## config.mk

```make
export PLATFORM = sky130hd
export DESIGN_NAME = lpif_txrx_asym_gearbox_flat
export DESIGN_NICKNAME = d
export VERILOG_FILES = /design/src/rtl/lpif_txrx_asym_gearbox_if.sv /design/src/rtl/lpif_txrx_asym_gearbox.sv /design/src/flat_wrapper.sv
export SDC_FILE = /design/constraint.sdc
export NUM_CORES = 2
export LEC_CHECK = 0
export CAP_MARGIN = 20
export CORE_AREA = 3 3 657 659
export DETAILED_ROUTE_END_ITERATION = 7
export DIE_AREA = 0 0 660 662
export PLACE_DENSITY = 0.36
export SETUP_SLACK_MARGIN = 0.05
export SLEW_MARGIN = 20
export SYNTH_ARGS = -nofsm -noshare
export SYNTH_HDL_FRONTEND = slang
export SYNTH_SLANG_ARGS = --single-unit
```

## constraint.sdc

```tcl
create_clock -name lclk -period 3.9 [get_ports lclk]
set_input_delay 0.39 -clock lclk [delete_from_list [all_inputs] [get_ports lclk]]
set_output_delay 0.39 -clock lclk [all_outputs]
set_load 0.005 [all_outputs]
```

## src/rtl/lpif_txrx_asym_gearbox_if.sv

```systemverilog
// ---------------------------------------------------------------------------
// lpif_txrx_asym_gearbox_if
//
// Bundles the beat-side (LPIF adapter) and word-side (logic-link FIFO)
// signals of the asymmetric gearbox.
//
// Parameters: RATIO (beats per word), STATE_W, PROTID_W, DATA_W, CRC_W.
//
// Signal groups:
//   ustrm_*   upstream beat into the gearbox (ustrm_ready comes back)
//   txfifo_*  packed word toward the TX FIFO (txfifo_ready comes back)
//   rxfifo_*  packed word from the RX FIFO (rxfifo_pop goes back)
//   dstrm_*   unpacked beat out of the gearbox
//
// Modports:
//   slave   the gearbox itself
//   master  the surroundings (adapter + FIFOs), e.g. a testbench
// ---------------------------------------------------------------------------
interface lpif_txrx_asym_gearbox_if #(
   parameter int RATIO    = 2,
   parameter int STATE_W  = 4,
   parameter int PROTID_W = 2,
   parameter int DATA_W   = 256,
   parameter int CRC_W    = 16
);
   localparam int BEAT_W = STATE_W + PROTID_W + DATA_W + CRC_W + 3;
   localparam int LL_W   = RATIO * BEAT_W;

   // upstream beat
   logic                ustrm_beat;
   logic                ustrm_ready;
   logic [STATE_W-1:0]  ustrm_state;
   logic [PROTID_W-1:0] ustrm_protid;
   logic [DATA_W-1:0]   ustrm_data;
   logic [CRC_W-1:0]    ustrm_crc;
   logic                ustrm_dvalid;
   logic                ustrm_crc_valid;
   logic                ustrm_valid;

   // TX FIFO side
   logic [LL_W-1:0]     txfifo_upstream_data;
   logic                txfifo_push;
   logic                txfifo_ready;

   // RX FIFO side
   logic [LL_W-1:0]     rxfifo_downstream_data;
   logic                rxfifo_valid;
   logic                rxfifo_pop;

   // downstream beat
   logic                dstrm_beat;
   logic [STATE_W-1:0]  dstrm_state;
   logic [PROTID_W-1:0] dstrm_protid;
   logic [DATA_W-1:0]   dstrm_data;
   logic [CRC_W-1:0]    dstrm_crc;
   logic                dstrm_dvalid;
   logic                dstrm_crc_valid;
   logic                dstrm_valid;

   modport slave (
      input  ustrm_beat, ustrm_state, ustrm_protid, ustrm_data, ustrm_crc,
             ustrm_dvalid, ustrm_crc_valid, ustrm_valid,
      output ustrm_ready,
      output txfifo_upstream_data, txfifo_push,
      input  txfifo_ready,
      input  rxfifo_downstream_data, rxfifo_valid,
      output rxfifo_pop,
      output dstrm_beat, dstrm_state, dstrm_protid, dstrm_data, dstrm_crc,
             dstrm_dvalid, dstrm_crc_valid, dstrm_valid
   );

   modport master (
      output ustrm_beat, ustrm_state, ustrm_protid, ustrm_data, ustrm_crc,
             ustrm_dvalid, ustrm_crc_valid, ustrm_valid,
      input  ustrm_ready,
      input  txfifo_upstream_data, txfifo_push,
      output txfifo_ready,
      output rxfifo_downstream_data, rxfifo_valid,
      input  rxfifo_pop,
      input  dstrm_beat, dstrm_state, dstrm_protid, dstrm_data, dstrm_crc,
             dstrm_dvalid, dstrm_crc_valid, dstrm_valid
   );
endinterface

```

## src/rtl/lpif_txrx_asym_gearbox.sv

```systemverilog
// ---------------------------------------------------------------------------
// lpif_txrx_asym_gearbox
//
// Ratio-generic gearbox between a single-beat LPIF adapter and the wide
// logic-link FIFOs of an asymmetric AIB channel.
//   TX: packs RATIO accepted upstream beats into one word, slot k at
//       word bits [k*BEAT_W +: BEAT_W].
//   RX: unpacks one popped word into RATIO consecutive downstream beats.
//
// Slot layout, LSB first: state, protid, data, dvalid, crc, crc_valid, valid.
//
// Handshakes:
//   upstream : a beat transfers on a cycle with ustrm_beat && ustrm_ready.
//              A beat strobed without ustrm_ready is dropped and sets tx_ovf.
//   TX FIFO  : txfifo_push holds a stable word until a cycle with
//              txfifo_ready=1; that cycle is the transfer.
//   RX FIFO  : the word on rxfifo_downstream_data transfers on a cycle with
//              rxfifo_valid && rxfifo_pop.
//   downstream: dstrm_beat qualifies dstrm_* each cycle (no back-pressure).
//
// Ports:
//   lclk, rst       clock, synchronous active-high reset
//   align           one-cycle pulse: restart both phase counters at slot 0
//   bus             gearbox side (slave) of lpif_txrx_asym_gearbox_if
//   tx_phase        slot the next upstream beat will fill
//   rx_phase        slot currently presented on dstrm_*
//   tx_ovf          sticky: a beat was strobed while ustrm_ready=0
// ---------------------------------------------------------------------------
module lpif_txrx_asym_gearbox #(
   parameter int RATIO    = 2,
   parameter int STATE_W  = 4,
   parameter int PROTID_W = 2,
   parameter int DATA_W   = 256,
   parameter int CRC_W    = 16
) (
   input  logic                        lclk,
   input  logic                        rst,
   input  logic                        align,
   lpif_txrx_asym_gearbox_if.slave     bus,
   output logic [1:0]                  tx_phase,
   output logic [1:0]                  rx_phase,
   output logic                        tx_ovf
);
   localparam int BEAT_W = STATE_W + PROTID_W + DATA_W + CRC_W + 3;
   localparam int LL_W   = RATIO * BEAT_W;
   localparam logic [1:0] LAST = 2'(RATIO - 1);

   // field offsets inside one slot
   localparam int OFF_P  = STATE_W;
   localparam int OFF_D  = OFF_P + PROTID_W;
   localparam int OFF_DV = OFF_D + DATA_W;
   localparam int OFF_C  = OFF_DV + 1;
   localparam int OFF_CV = OFF_C + CRC_W;
   localparam int OFF_V  = OFF_CV + 1;

   // ------------------------------------------------------------------
   // TX pack
   // ------------------------------------------------------------------
   logic [BEAT_W-1:0] in_beat;
   logic [LL_W-1:0]   tx_asm;
   logic [LL_W-1:0]   tx_asm_next;
   logic [LL_W-1:0]   tx_word;
   logic              tx_push;
   logic              tx_last;
   logic              tx_ready;
   logic              tx_accept;

   assign in_beat = {bus.ustrm_valid, bus.ustrm_crc_valid, bus.ustrm_crc,
                     bus.ustrm_dvalid, bus.ustrm_data, bus.ustrm_protid,
                     bus.ustrm_state};

   assign tx_last   = (tx_phase == LAST);
   // Only the completing beat can collide with a pending output word;
   // earlier slots land in the assembly register and are always taken.
   assign tx_ready  = !tx_push || bus.txfifo_ready || !tx_last;
   assign tx_accept = bus.ustrm_beat && tx_ready && !align;

   // New beats enter at the top slot and shift down, so after RATIO
   // accepts the first beat sits in slot 0 and the last in slot RATIO-1.
   assign tx_asm_next = (tx_asm >> BEAT_W) | (LL_W'(in_beat) << (LL_W - BEAT_W));

   always_ff @(posedge lclk) begin
      if (rst) begin
         tx_asm   <= '0;
         tx_word  <= '0;
         tx_push  <= 1'b0;
         tx_phase <= 2'd0;
         tx_ovf   <= 1'b0;
      end else begin
         if (bus.ustrm_beat && !tx_ready && !align)
            tx_ovf <= 1'b1;

         if (align) begin
            tx_asm   <= '0;
            tx_phase <= 2'd0;
         end else if (tx_accept) begin
            tx_asm   <= tx_last ? '0 : tx_asm_next;
            tx_phase <= tx_last ? 2'd0 : tx_phase + 2'd1;
         end

         // A completing beat is only accepted when the output slot is free
         // or being drained this cycle, so it never overwrites a live word.
         if (tx_accept && tx_last) begin
            tx_word <= tx_asm_next;
            tx_push <= 1'b1;
         end else if (bus.txfifo_ready) begin
            tx_push <= 1'b0;
         end
      end
   end

   assign bus.ustrm_ready          = tx_ready;
   assign bus.txfifo_upstream_data = tx_word;
   assign bus.txfifo_push          = tx_push;

   // ------------------------------------------------------------------
   // RX unpack
   // ------------------------------------------------------------------
   logic [LL_W-1:0] rx_buf;
   logic            rx_full;
   logic            rx_last;
   logic            rx_pop;

   assign rx_last = (rx_phase == LAST);
   // Popping is held off during rst/align so a FIFO word is never consumed
   // in a cycle that would immediately discard it.
   assign rx_pop  = bus.rxfifo_valid && !rst && !align && (!rx_full || rx_last);

   // The presented slot is always the low slot of rx_buf; the buffer shifts
   // down one slot per emitted beat.
   always_ff @(posedge lclk) begin
      if (rst || align) begin
         rx_buf   <= '0;
         rx_full  <= 1'b0;
         rx_phase <= 2'd0;
      end else if (rx_pop) begin
         rx_buf   <= bus.rxfifo_downstream_data;
         rx_full  <= 1'b1;
         rx_phase <= 2'd0;
      end else if (rx_full) begin
         if (rx_last) begin
            rx_full  <= 1'b0;
            rx_phase <= 2'd0;
         end else begin
            rx_buf   <= rx_buf >> BEAT_W;
            rx_phase <= rx_phase + 2'd1;
         end
      end
   end

   assign bus.rxfifo_pop      = rx_pop;
   assign bus.dstrm_beat      = rx_full;
   assign bus.dstrm_state     = rx_buf[0 +: STATE_W];
   assign bus.dstrm_protid    = rx_buf[OFF_P +: PROTID_W];
   assign bus.dstrm_data      = rx_buf[OFF_D +: DATA_W];
   assign bus.dstrm_dvalid    = rx_buf[OFF_DV];
   assign bus.dstrm_crc       = rx_buf[OFF_C +: CRC_W];
   assign bus.dstrm_crc_valid = rx_buf[OFF_CV];
   assign bus.dstrm_valid     = rx_buf[OFF_V];

endmodule

```

## src/flat_wrapper.sv

```systemverilog
// flat-port wrapper written by rule: the top's interface ports become plain ports
module lpif_txrx_asym_gearbox_flat 
#(
   parameter int RATIO    = 2,
   parameter int STATE_W  = 4,
   parameter int PROTID_W = 2,
   parameter int DATA_W   = 256,
   parameter int CRC_W    = 16
)
  (lclk, rst, align, tx_phase, rx_phase, tx_ovf, bus_ustrm_beat, bus_ustrm_state, bus_ustrm_protid, bus_ustrm_data, bus_ustrm_crc, bus_ustrm_dvalid, bus_ustrm_crc_valid, bus_ustrm_valid, bus_ustrm_ready, bus_txfifo_upstream_data, bus_txfifo_push, bus_txfifo_ready, bus_rxfifo_downstream_data, bus_rxfifo_valid, bus_rxfifo_pop, bus_dstrm_beat, bus_dstrm_state, bus_dstrm_protid, bus_dstrm_data, bus_dstrm_crc, bus_dstrm_dvalid, bus_dstrm_crc_valid, bus_dstrm_valid);
  lpif_txrx_asym_gearbox_if #(.RATIO(RATIO), .STATE_W(STATE_W), .PROTID_W(PROTID_W), .DATA_W(DATA_W), .CRC_W(CRC_W)) bus_i ();
  input  logic lclk;
  input  logic rst;
  input  logic align;
  output logic [1:0] tx_phase;
  output logic [1:0] rx_phase;
  output logic tx_ovf;
  input wire logic [$bits(bus_i.ustrm_beat)-1:0] bus_ustrm_beat;
  input wire logic [$bits(bus_i.ustrm_state)-1:0] bus_ustrm_state;
  input wire logic [$bits(bus_i.ustrm_protid)-1:0] bus_ustrm_protid;
  input wire logic [$bits(bus_i.ustrm_data)-1:0] bus_ustrm_data;
  input wire logic [$bits(bus_i.ustrm_crc)-1:0] bus_ustrm_crc;
  input wire logic [$bits(bus_i.ustrm_dvalid)-1:0] bus_ustrm_dvalid;
  input wire logic [$bits(bus_i.ustrm_crc_valid)-1:0] bus_ustrm_crc_valid;
  input wire logic [$bits(bus_i.ustrm_valid)-1:0] bus_ustrm_valid;
  output wire logic [$bits(bus_i.ustrm_ready)-1:0] bus_ustrm_ready;
  output wire logic [$bits(bus_i.txfifo_upstream_data)-1:0] bus_txfifo_upstream_data;
  output wire logic [$bits(bus_i.txfifo_push)-1:0] bus_txfifo_push;
  input wire logic [$bits(bus_i.txfifo_ready)-1:0] bus_txfifo_ready;
  input wire logic [$bits(bus_i.rxfifo_downstream_data)-1:0] bus_rxfifo_downstream_data;
  input wire logic [$bits(bus_i.rxfifo_valid)-1:0] bus_rxfifo_valid;
  output wire logic [$bits(bus_i.rxfifo_pop)-1:0] bus_rxfifo_pop;
  output wire logic [$bits(bus_i.dstrm_beat)-1:0] bus_dstrm_beat;
  output wire logic [$bits(bus_i.dstrm_state)-1:0] bus_dstrm_state;
  output wire logic [$bits(bus_i.dstrm_protid)-1:0] bus_dstrm_protid;
  output wire logic [$bits(bus_i.dstrm_data)-1:0] bus_dstrm_data;
  output wire logic [$bits(bus_i.dstrm_crc)-1:0] bus_dstrm_crc;
  output wire logic [$bits(bus_i.dstrm_dvalid)-1:0] bus_dstrm_dvalid;
  output wire logic [$bits(bus_i.dstrm_crc_valid)-1:0] bus_dstrm_crc_valid;
  output wire logic [$bits(bus_i.dstrm_valid)-1:0] bus_dstrm_valid;
  assign bus_i.ustrm_beat = bus_ustrm_beat;
  assign bus_i.ustrm_state = bus_ustrm_state;
  assign bus_i.ustrm_protid = bus_ustrm_protid;
  assign bus_i.ustrm_data = bus_ustrm_data;
  assign bus_i.ustrm_crc = bus_ustrm_crc;
  assign bus_i.ustrm_dvalid = bus_ustrm_dvalid;
  assign bus_i.ustrm_crc_valid = bus_ustrm_crc_valid;
  assign bus_i.ustrm_valid = bus_ustrm_valid;
  assign bus_ustrm_ready = bus_i.ustrm_ready;
  assign bus_txfifo_upstream_data = bus_i.txfifo_upstream_data;
  assign bus_txfifo_push = bus_i.txfifo_push;
  assign bus_i.txfifo_ready = bus_txfifo_ready;
  assign bus_i.rxfifo_downstream_data = bus_rxfifo_downstream_data;
  assign bus_i.rxfifo_valid = bus_rxfifo_valid;
  assign bus_rxfifo_pop = bus_i.rxfifo_pop;
  assign bus_dstrm_beat = bus_i.dstrm_beat;
  assign bus_dstrm_state = bus_i.dstrm_state;
  assign bus_dstrm_protid = bus_i.dstrm_protid;
  assign bus_dstrm_data = bus_i.dstrm_data;
  assign bus_dstrm_crc = bus_i.dstrm_crc;
  assign bus_dstrm_dvalid = bus_i.dstrm_dvalid;
  assign bus_dstrm_crc_valid = bus_i.dstrm_crc_valid;
  assign bus_dstrm_valid = bus_i.dstrm_valid;
  lpif_txrx_asym_gearbox #(.RATIO(RATIO), .STATE_W(STATE_W), .PROTID_W(PROTID_W), .DATA_W(DATA_W), .CRC_W(CRC_W)) u_core (.lclk(lclk), .rst(rst), .align(align), .bus(bus_i), .tx_phase(tx_phase), .rx_phase(rx_phase), .tx_ovf(tx_ovf));
endmodule
```

After elaboration in Yosys (flattened, before gate mapping)
Cells that the tools add are included.
{"block": "word_totals", "output_inout_bits": 852, "inputBits": 849, "reg_bits": 1693}
{"block": "op_classes", "n_eq_ne": 3, "n_addsub": 2, "n_bitwise": 1, "reduce_logical": 23, "n_mux": 11}
{"cell": "$mux 562", "n": 4}
{"cell": "$or 281x562->562", "n": 1}
{"cell": "$logic_and 1x1->1", "n": 8}
{"cell": "$logic_not 1->1", "n": 6}
{"cell": "$mux 1", "n": 5}
{"cell": "$add 2x1->2 const B", "n": 2}
{"cell": "$eq 2x1->1 const B", "n": 2}
{"cell": "$logic_or 1x1->1", "n": 4}
{"cell": "$mux 2", "n": 2}
{"cell": "$reduce_bool 2->1", "n": 2}
{"cell": "$reduce_or 2->1", "n": 2}
{"cell": "$ne 2x2->1 const B", "n": 1}
{"cell": "$reduce_and 2->1", "n": 1}

Logic depth before layout (Yosys ltp)
{"block": "depth", "depth_word": 7, "mapped_depth": 7, "ltp_nobuf": 4}

Worst setup path after synthesis
No wires, ideal clock.
{"block": "synth_timing", "path_type": "in2out", "start": "input port rst", "end": "output port bus_rxfifo_pop", "required_time_ns": 3.510, "t_arrival_ns": 1.339, "cell_stages": 6, "setup_slack_ns": 2.171, "path_cell_list": "clkbuf_1 > nor2_1 > o21ai_1 > buf_2 > buf_2 > nor2_1"}
{"block": "synth_via", "elab_chain_cells": 4}
{"element": "start: declaration", "line": "flat_wrapper.sv:13", "rtl": "input logic rst;"}
{"element": "$logic_not 1->1", "line": "lpif_txrx_asym_gearbox.sv:127", "rtl": "assign rx_pop = bus.rxfifo_valid && !rst && !align && (!rx_full || rx_last);"}
{"element": "$logic_and 1x1->1 (3 in a row)", "line": "lpif_txrx_asym_gearbox.sv:127"}
{"element": "end: declaration", "line": "flat_wrapper.sv:32", "rtl": "output wire logic [$bits(bus_i.rxfifo_pop)-1:0] bus_rxfifo_pop;"}
No other way between the ends.

Worst setup path after layout
{"block": "layout_timing", "start": "register u_core.rx_full (netlist: u_core.bus.dstrm_beat)", "end": "output port bus_rxfifo_pop"}
{"block": "layout_via", "elab_chain_cells": 3}
{"element": "start: declaration", "line": "lpif_txrx_asym_gearbox.sv:120", "rtl": "logic rx_full;"}
{"element": "start signal: assignment", "line": "lpif_txrx_asym_gearbox.sv:134", "rtl": "rx_full <= 1'b0;"}
{"element": "start signal: assignment", "line": "lpif_txrx_asym_gearbox.sv:138", "rtl": "rx_full <= 1'b1;"}
{"element": "start signal: assignment", "line": "lpif_txrx_asym_gearbox.sv:142", "rtl": "rx_full <= 1'b0;"}
{"element": "$logic_not 1->1", "line": "lpif_txrx_asym_gearbox.sv:127"}
{"element": "$logic_or 1x1->1", "line": "lpif_txrx_asym_gearbox.sv:127"}
{"element": "$logic_and 1x1->1", "line": "lpif_txrx_asym_gearbox.sv:127"}
No other way between the ends.

==> flow_summary.yaml <==
run_status:
  status: "finished clean"
logic_synthesis:
  synth_compound_area_share_pct: 11.44
  synth_cells: 5562
  yosysSeqAreaShare_pct: 48.06
  syn-cell-area_um2: 58820
  synthAdderAreaFrac_pct: 0
  synthMuxAreaShare_pct: 19.13
  post_synth_xor_area_fraction_pct: 0
  yosys.area_share.simple_pct: 13.94
  yosys_warnings: 0
  synth_top_family_by_area: "multiplexers"
  synth.top_cell.area_share_pct: 48.06
  synth_area_leaders: "dfxtp_1 (48%), mux2i_1 (19%), nand2b_1 (12%), o211a_1 (4.8%), a22o_1 (4.2%)"
  synth.distinct_cells: 25
  ys_seq_elements: 1412
  synth_top_area_cell: "dfxtp_1"
  synth_fp_nets: 6411
  syn_area_per_cell_um2: 10.57
drt:
  ant_nets: 0
  wire_per_inst_um: 25.07
  routed_wl_mm: 317.8
  vias: 45230
  dr.pass1.iters: 5
  drc_errors: 0
  viasPerCell: 3.568
  drt_iter0_drc: 2191
worst_setup_path:
  cp_max_fo: 89
  end_kind: "output pin"
  slowest_stage: "clkdlybuf4s50_1"
  crit_required_ns: 3.51
  worstPathArrival_ns: 2.52
  rrSetupSlack_ns: 1.46
  cpPeakStageDelay_ns: 0.57
  cp_cell_sequence: "inv_8 > o21ai_4 > nor2_1 > clkdlybuf4s50_1"
  worstSetupPathType: "reg -> out"
  critPathTopFamily: "buffers and inverters"
  start_kind: "flip-flop"
  crit_buf_inv: 2
die:
  initial_core_util_pct: 13.78
  die_h_um: 662
  io_pins: 1701
  coreArea_um2: 426700
  die_area_um2: 436900
  rows: 240
  die_w_um: 660
sta:
  clock_skew_ns: 0.1041
  final_hold_viol_count: 0
  worst_pin_slew_ns: 1.398
  grt_setup_unrepaired: "false"
  max_slew_margin_pct: 6.780
  max_freq_mhz: 343.7
  final.min_clock_period_ns: 2.910
  maxSlewViolCount: 0
  fin_tns_setup_ns: 0
  post-route-period-util_pct: 74.61
  finalSetupViolations: 0
grt:
  antenna_found_initial: 148
  grt_usage_pct: 13.80
  grt_max_degree: 223
  grt_overflow: 0
  grt_pass1_vias: 45840
  grt_pass1_wl_mm: 417.9
layout:
  syn_to_final_growth_pct: 47.05
  final_nets: 7661
  drive_above_1_share_pct: 5.603
placement:
  io_buffer_count: 1700
  dpl.hpwl_mm: 244.7
  routabilityCongestion: 0.8481
clock_tree:
  cts_resized: 0
  cts_tree: "built"
  cts_setup_buffers: 0
  clock_latency_ns: 0.90
  clk_pin_slew_ns: 0.06
  hold_buffers: 18
  cts-root-buf: "clkbuf_16"
  numCtsBuffers: 190
  h-tree-depth: 4
  clock-sinks: 1412
  cts_buffer_depth: 4
hold_path:
  hold_class: "in -> reg"
power:
  p_total_mw: 36.66
  vdd_ir_drop_max_v: 0.0003839
  power_density_nw_per_um2: 423.9
  leakage_nw: 32.57
run:
  max-cap-violations: 0
cell usage in the layout (no fill, tap or decap), types with 12 or more instances in the layout:
master and count:
a22o_1 281, buf_12 46, buf_4 41, bufinv_16 12, clkbuf_1 49, clkbuf_16 193, clkbuf_8 41, clkdlybuf4s50_1 1697
clkinv_2 32, dfxtp_1 1412, diode_2 29, dlygate4sd3_1 18, mux2i_1 1124, nand2b_1 1127, nor2_1 284, o211a_1 281
o21ai_0 283
path summary, 6_finish.rpt:
kind                         startpoint                                   end  depth (start not counted)
setup / recovery  u_core.bus.dstrm_beat                        bus_rxfifo_pop                          4
hold / removal                      rst   u_core.bus.txfifo_upstream_data[59]                          3
setup reg to reg     u_core.rx_phase[0]                     u_core.rx_buf[71]                          6
hold reg to reg      u_core.tx_asm[489]  u_core.bus.txfifo_upstream_data[208]                          2
layer usage:
layer  global-route usage (%)  up-vias  wire [um]
li1                         -    21420          -
met1                    13.17    21800     106900
met2                    26.93     1454     172900
met3                    5.378      544      27490
met4                    4.014       20      10410
met5                        0        -        135
sequential cells by signal (all words and copies together) (netlist names):
signal	cells
u_core.rx_phase	2
u_core.bus.txfifo_push	1
u_core.bus.dstrm_beat	1
u_core.bus.txfifo_upstream_data	562
u_core.tx_asm	281
u_core.rx_buf	562
u_core.tx_phase	2
u_core.tx_ovf	1
report_power, final:
group | switching [mW] | internal, mW
clock network | 7.33 | 10.7
registers | 0.308 | 14.8
logic | 1.60 | 1.90
through the flow:
step | hold WS (ns) | instance area, um2 | utilization [%] | std cells | setup WS (ns)
after detailed placement | 0.4610 | 79880 | 18.72 | 12290 | 1.151
final | 0.1056 | 86490 | 20.27 | 12680 | 0.9902
after floorplan | 0.4452 | 58820 | - | 5562 | 2.171
after CTS | 0.004287 | 86420 | 20.25 | 12650 | 0.7356
after global routing | 0.03223 | 86470 | 20.26 | 12670 | 0.7637
after global placement | 0.4590 | 79880 | 18.72 | 12290 | 1.083
cells in the mapped netlist:
master and n:
a22o_1 281, nor2b_1 1, and3_1 2, nand2b_1 1128, buf_6 30, clkbuf_1 228, dfxtp_1 1412, o21ai_1 1
o211a_1 281, buf_1 10, and2b_1 1, buf_4 294, nor2_1 285, inv_1 1, or2_1 1, nand3_1 1
and4bb_1 1, nand2_1 2, o21ai_0 283, nor3_1 1, inv_2 2, buf_2 184, a21oi_1 7, mux2i_1 1124
nor2b_2 1
kinds of logic (layout without fill, tap and decap cells):
logic type,after synthesis,count (layout)
compound gates,853,853
buf+inv,749,2147
flops,1412,1412
mux,1124,1124
other cells,0,29
simple gates,1424,1424
worst min-delay path: cells and delay by family:
family	cells	cell delay, ns
buffers and inverters	1	0.21
AND/OR/NAND/NOR	1	0.15
multiplexers	1	0.06
cell type report:
| cell class | instances | area [um2] |
|---|---|---|
| diodes | 29 | 72.57 |
| clock buffers | 283 | 5578 |
| clock inverters | 57 | 779.5 |
| fillers | 46410 | 340200 |
| inverters | 3 | 18.77 |
| multi-input cells | 3401 | 26230 |
| flip-flops and latches | 1412 | 28270 |
| well taps | 5687 | 7116 |
| repair buffers | 1804 | 18430 |
Note: power is estimated with default switching activity, not from simulation.
